$ cat src/rtl/mem_agent_pkg.sv
// mem_agent_pkg: FSM states and AXI constants shared by the burst read agent.
package mem_agent_pkg;
    typedef enum logic [1:0] {S_IDLE, S_ADDR, S_DATA, S_DONE} state_e;
    localparam logic [1:0] BURST_INCR  = 2'b01;
    localparam logic [1:0] RESP_OKAY   = 2'b00;
    localparam logic [3:0] CACHE_MODIF = 4'b0011;
    localparam int         BOUNDARY_4K = 4096;
endpackage

$ cat src/rtl/mem_agent_burst_calc.sv
// mem_agent_burst_calc: beats in the next burst, capped by remaining count, MAX_BURST and the 4 KB page.
module mem_agent_burst_calc
    import mem_agent_pkg::*;
#(
    parameter int DATA_W    = 64,
    parameter int MAX_BURST = 16,
    parameter int CNT_W     = 16
) (
    input  logic [11:0]      page_off_i,
    input  logic [CNT_W-1:0] remaining_i,
    output logic [8:0]       len_o,
    output logic [7:0]       arlen_o
);
    localparam int SIZE = $clog2(DATA_W / 8);
    logic [12:0] to_page;
    logic [8:0]  rem_cap, page_cap;
    always_comb begin
        to_page  = (13'(BOUNDARY_4K) - {1'b0, page_off_i}) >> SIZE;
        rem_cap  = (32'(remaining_i) > 32'(MAX_BURST)) ? 9'(MAX_BURST) : 9'(remaining_i);
        page_cap = (32'(to_page) > 32'(MAX_BURST)) ? 9'(MAX_BURST) : 9'(to_page);
        len_o    = (rem_cap < page_cap) ? rem_cap : page_cap;
        arlen_o  = 8'(len_o - 9'd1);
    end
endmodule

$ cat src/rtl/mem_agent_axi_burst.sv
// mem_agent_axi_burst: reads a linear span as a chain of 4 KB-safe AXI INCR bursts, one outstanding,
// forwarding R beats to a ready/valid stream with no added latency.
module mem_agent_axi_burst
    import mem_agent_pkg::*;
#(
    parameter int DATA_W    = 64,
    parameter int ADDR_W    = 32,
    parameter int ID_W      = 1,
    parameter int USER_W    = 8,
    parameter int MAX_BURST = 16,
    parameter int CNT_W     = 16
) (
    input  logic              ACLK,
    input  logic              ARESET,
    input  logic              start_in,
    input  logic [ADDR_W-1:0] base_addr_in,
    input  logic [CNT_W-1:0]  beats_in,
    output logic [ID_W-1:0]   M_AXI_ARID,
    output logic [ADDR_W-1:0] M_AXI_ARADDR,
    output logic [7:0]        M_AXI_ARLEN,
    output logic [2:0]        M_AXI_ARSIZE,
    output logic [1:0]        M_AXI_ARBURST,
    output logic              M_AXI_ARLOCK,
    output logic [3:0]        M_AXI_ARCACHE,
    output logic [2:0]        M_AXI_ARPROT,
    output logic [3:0]        M_AXI_ARQOS,
    output logic [USER_W-1:0] M_AXI_ARUSER,
    output logic              M_AXI_ARVALID,
    input  logic              M_AXI_ARREADY,
    input  logic [ID_W-1:0]   M_AXI_RID,
    input  logic [DATA_W-1:0] M_AXI_RDATA,
    input  logic [1:0]        M_AXI_RRESP,
    input  logic              M_AXI_RLAST,
    input  logic [USER_W-1:0] M_AXI_RUSER,
    input  logic              M_AXI_RVALID,
    output logic              M_AXI_RREADY,
    output logic [DATA_W-1:0] rd_data_out,
    output logic              rd_valid_out,
    input  logic              rd_ready_in,
    output logic              rd_last_out,
    output logic              busy_out,
    output logic              done_out,
    output logic              err_out
);
    localparam int BYTES = DATA_W / 8;
    state_e            state_q, state_d;
    logic [ADDR_W-1:0] addr_q, addr_d;
    logic [CNT_W-1:0]  rem_q, rem_d;
    logic [8:0]        bcnt_q, bcnt_d, len;
    logic              err_q, err_d, in_data, r_hs, unused_rsb;

    mem_agent_burst_calc #(
        .DATA_W    (DATA_W),
        .MAX_BURST (MAX_BURST),
        .CNT_W     (CNT_W)
    ) u_calc (
        .page_off_i  (addr_q[11:0]),
        .remaining_i (rem_q),
        .len_o       (len),
        .arlen_o     (M_AXI_ARLEN)
    );

    assign unused_rsb    = ^{M_AXI_RID, M_AXI_RUSER};
    assign in_data       = state_q == S_DATA;
    assign r_hs          = in_data && M_AXI_RVALID && rd_ready_in;
    assign M_AXI_ARID    = '0;
    assign M_AXI_ARADDR  = addr_q;
    assign M_AXI_ARSIZE  = 3'($clog2(BYTES));
    assign M_AXI_ARBURST = BURST_INCR;
    assign M_AXI_ARLOCK  = 1'b0;
    assign M_AXI_ARCACHE = CACHE_MODIF;
    assign M_AXI_ARPROT  = '0;
    assign M_AXI_ARQOS   = '0;
    assign M_AXI_ARUSER  = '0;
    assign M_AXI_ARVALID = state_q == S_ADDR;
    assign M_AXI_RREADY  = in_data && rd_ready_in;
    assign rd_data_out   = M_AXI_RDATA;
    assign rd_valid_out  = in_data && M_AXI_RVALID;
    assign rd_last_out   = rd_valid_out && (rem_q == CNT_W'(1));
    assign busy_out      = state_q != S_IDLE;
    assign done_out      = state_q == S_DONE;
    assign err_out       = err_q;

    // RLAST, not the beat count, decides where a burst ends; count mismatches only flag an error
    always_comb begin
        state_d = state_q;
        addr_d  = addr_q;
        rem_d   = rem_q;
        bcnt_d  = bcnt_q;
        err_d   = err_q;
        if (state_q == S_IDLE && start_in) begin
            state_d = (beats_in == '0) ? S_DONE : S_ADDR;
            addr_d  = base_addr_in;
            rem_d   = beats_in;
            err_d   = 1'b0;
        end
        if (state_q == S_ADDR && M_AXI_ARREADY) begin
            state_d = S_DATA;
            bcnt_d  = len;
        end
        if (r_hs) begin
            addr_d  = addr_q + ADDR_W'(BYTES);
            rem_d   = (rem_q == '0) ? rem_q : rem_q - CNT_W'(1);
            bcnt_d  = (bcnt_q == '0) ? bcnt_q : bcnt_q - 9'd1;
            err_d   = err_q || (M_AXI_RRESP != RESP_OKAY) || (M_AXI_RLAST != (bcnt_q == 9'd1));
            state_d = !M_AXI_RLAST ? S_DATA : (rem_d == '0) ? S_DONE : S_ADDR;
        end
        if (state_q == S_DONE) state_d = S_IDLE;
    end

    always_ff @(posedge ACLK or posedge ARESET) begin
        if (ARESET) begin
            state_q <= S_IDLE;
            addr_q  <= '0;
            rem_q   <= '0;
            bcnt_q  <= '0;
            err_q   <= 1'b0;
        end else begin
            state_q <= state_d;
            addr_q  <= addr_d;
            rem_q   <= rem_d;
            bcnt_q  <= bcnt_d;
            err_q   <= err_d;
        end
    end
endmodule
$ cat config.mk
export PLATFORM = sky130hd
export DESIGN_NAME = mem_agent_axi_burst
export DESIGN_NICKNAME = d
export VERILOG_FILES = /design/src/rtl/mem_agent_pkg.sv /design/src/rtl/mem_agent_burst_calc.sv /design/src/rtl/mem_agent_axi_burst.sv
export SDC_FILE = /design/constraint.sdc
export NUM_CORES = 1
export LEC_CHECK = 0
export ABC_CLOCK_PERIOD_IN_PS = 6500
export CORE_MARGIN = 1
export CORE_UTILIZATION = 29
export DETAILED_ROUTE_END_ITERATION = 12
export MAX_ROUTING_LAYER = met4
export SLEW_MARGIN = 20
export SYNTH_ARGS = -nofsm -noshare
export SYNTH_HDL_FRONTEND = slang
export SYNTH_SLANG_ARGS = --single-unit
$ cat constraint.sdc
create_clock -name ACLK -period 6.5 [get_ports ACLK]
set_input_delay 1.3 -clock ACLK [delete_from_list [all_inputs] [get_ports ACLK]]
set_output_delay 1.3 -clock ACLK [all_outputs]
set_load 0.05 [all_outputs]
==> results.toml <==
[detailed_routing]
wire_per_inst_um = 15.99
drtPass1Iterations = 5
antenna_left = 0
viasPerCell = 5.177
drc = 0
drt_wl_total_um = 13850
vias = 4483
drt_iter0_markers = 268

[logic_synthesis]
ys_ff_latch = 60
postSynthAreaPerCell_um2 = 8.073
syn-cell-area_um2 = 4892
synth_top_cell_area_share = 0.3069
yosys_warnings = 0
ys.flop_type = "dfrtp_1"
synthDistinctLibCells = 60
yosysTopAreaCell = "dfrtp_1"
synth-edff-count = 0
ys_async_sr_fraction = 1.000
syn_inst = 606
ys_seq_area_frac = 0.3069
synth_area_leaders = "dfrtp_1, buf_4, nand2_1"

[cells_and_area]
fin_area_um2 = 5891
layout-drive-gt1-share = 0.06966
syn_to_final_growth_pct = 20.41
final_nets = 786
post-route-util = 0.3565
layout.cells.non_filler = 866
num_antenna_cells = 0

[setup_path]
worstSetupEndpointType = "output pin"
reg2reg_slack_ns = 2.34
slowest_stage = "dfrtp_1"
path_class = "register to output pin"
crit_fanout = 11
worstPathArrival_ns = 4.86
reg2reg_from = "M_AXI_ARADDR[4]$_DFFE_PP0P_"
required_ns = 5.20
rr_endpoint = "bcnt_q[2]$_DFFE_PP0P_"
slowest_delay_ns = 0.51
worstSetupEndpoint = "M_AXI_ARLEN[4]"
crit_top_cell = "ha_1"
crit_chain = "inv_1 > ha_1 > or3_1 > mux2i_1 > a31oi_1 > nor3_1 > nand3_1 > ha_1 > a21oi_1 > o21ai_0 > a221oi_1 > a21bo_2 > and3_1 > a31oi_1 > ha_1 > nand3_1 > xor2_1 > buf_4"
setup.worst_path.start = "M_AXI_ARADDR[4]$_DFFE_PP0P_"
r2r_cells = 15
cp-start-kind = "register"

[clock_network]
tritoncts = "done"
holdBufCountCts = 0
clockBufferDepth = 2
cts_buffers = 9
clk_pin_slew_ns = 0.06
clock_latency_ns = 0.33
clockRootBuffer = "clkbuf_16"
clock-sinks = 60
cts_max_level = 3

[sta]
holdWs_ns = 0.4898
setup_viol = 0
clock.fmax_mhz = 162.2
maxSlewViolCount = 0
fin_crit_sh = 0.9484
max_slew_margin = 0.4663
setup_tns_ns = 0
worst_pin_slew_ns = 0.8005
finalHoldViolations = 0
fin_crit_ns = 6.165
rsz0062_at_grt = "false"
final.setup_skew_ns = 0.004636

[power_and_ir_drop]
peakVddDrop_v = 0.0002696
powerDensity_nw_per_um2 = 465.0
static-leakage-power_nw = 2.371

[floorplanning]
start_util = 0.2961
die_h_um = 131.9
dieArea_um2 = 17390
die_w_um = 131.9
coreArea_um2 = 16520
rows = 47
pin_count = 267

[placed_design]
gp_congestion = 0.8683
port_buffers = 103
dp.cells = 850
dp_hpwl_um = 10080
place_area_um2 = 5573

[global_route]
overflow = 0
grt_max_degree = 61
antenna_found_initial = 0
grt_pass1_vias = 4206
grt_pass1_wl_um = 22470
grt.total_usage = 0.1676

[outcome]
status = "finished, final reports clean"

[job]
drv_cap = 0

[min_path]
hold_path_class = "register to register"
## where the power goes
group / switching, mW / internal, mW / leakage (nW)
logic: 0.938 / 0.511 / 1.48
clock network: 0.185 / 0.318 / 0.140
registers: 0.247 / 0.541 / 0.750
total: 1.37 / 1.37 / 2.37
## layout make-up
class / count / area (µm²)
sequential: 60 / 1501
fill: 1738 / 10630
tap: 220 / 275.3
timing repair buffer: 111 / 1084
multi-input combinational: 445 / 2665
clock inverter: 5 / 60.06
clock buffer: 11 / 252.7
inverter: 14 / 52.55
## state kept, by name (all words and copies together) (netlist names)
name          cells
rem_q            16
err_out           1
bcnt_q            9
M_AXI_ARADDR     32
state_q           2
## routing by layer
metal  vias to the layer above  wire length (µm)  GRT usage
li1                       2143                 -          -
met1                      2164              6511     0.2249
met3                        24               839    0.03729
met5                         -                 0          -
met4                         0               206    0.05039
met2                       152              6289     0.2501
## stage by stage
step,power [mW],setup slack (ns)
CTS,2.749,0.03943
global route,2.924,0.02315
detailed placement,2.237,0.4085
global placement,2.227,0.4805
floorplan,1.878,0.3506
finish,2.739,0.3355
## placed cells by master (no fill, tap or decap), types with 8 or more instances in the layout
cell type        instances
dfrtp_1                 60
clkbuf_16                9
nand3_1                 17
o311ai_0                 9
o211ai_1                13
conb_1                  34
a21oi_1                 26
nor3_1                  21
and2_1                   8
a221o_1                 18
buf_4                   13
nor2_1                  32
inv_1                   13
clkdlybuf4s50_1         96
o21ai_0                 34
ha_1                    15
nor4_1                  14
nand2_1                 88
## repair_timing
action,4_1_cts,5_1_grt
endpoints found under the setup margin,0,2
gates resized for setup,0,2
setup buffers,0,0
## synth_stat cells, types with 4 or more instances
library cell / instances
a21oi_1: 26
a221o_1: 18
a22oi_1: 7
a31oi_1: 6
and2_1: 9
and3_1: 7
and4_1: 6
buf_4: 90
clkbuf_1: 25
dfrtp_1: 60
ha_1: 15
inv_1: 14
nand2_1: 88
nand2b_1: 4
nand3_1: 17
nand4_1: 6
nor2_1: 32
nor2b_1: 4
nor3_1: 21
nor3b_1: 7
nor4_1: 14
o211ai_1: 13
o21ai_0: 34
o21ai_1: 6
o311ai_0: 9
or3_1: 5
xnor2_1: 4
xor2_1: 7
## critical path, delay by kind of cell, from the launching register on
family / cells / cell delay [ns]
AO/OA/AOI/OAI: 6 / 1.37
buffers and inverters: 2 / 0.38
XOR/XNOR: 1 / 0.21
flip-flops: 1 / 0.51
AND/OR/NAND/NOR: 5 / 1.07
adder cells (fa/ha/maj): 3 / 0.84
multiplexers: 1 / 0.15
## kinds of logic after synthesis
logic type / count (synthesis) / share of synthesized area
and+or+nand+nor: 238 / 0.2514
AOI/OAI and AO/OA: 142 / 0.1982
buffers and inverters: 133 / 0.1731
DFF: 60 / 0.3069
adders and majority gates: 15 / 0.03836
xor gates and xnor gates: 11 / 0.01969
muxes: 5 / 0.01074
other: 2 / 0.001535
## worst min path at each step
stage	from	end	slack (ns)	cells after the start
global placement	err_out$_DFFE_PP0P_	err_out$_DFFE_PP0P_	0.46	2
CTS	err_out$_DFFE_PP0P_	err_out$_DFFE_PP0P_	0.50	2
global route	err_out$_DFFE_PP0P_	err_out$_DFFE_PP0P_	0.51	2
detailed placement	err_out$_DFFE_PP0P_	err_out$_DFFE_PP0P_	0.49	2
finish	err_out$_DFFE_PP0P_	err_out$_DFFE_PP0P_	0.49	2
floorplan	bcnt_q[6]$_DFFE_PP0P_	bcnt_q[6]$_DFFE_PP0P_	0.46	2
No activity file was read; power rests on OpenSTA's default activity.
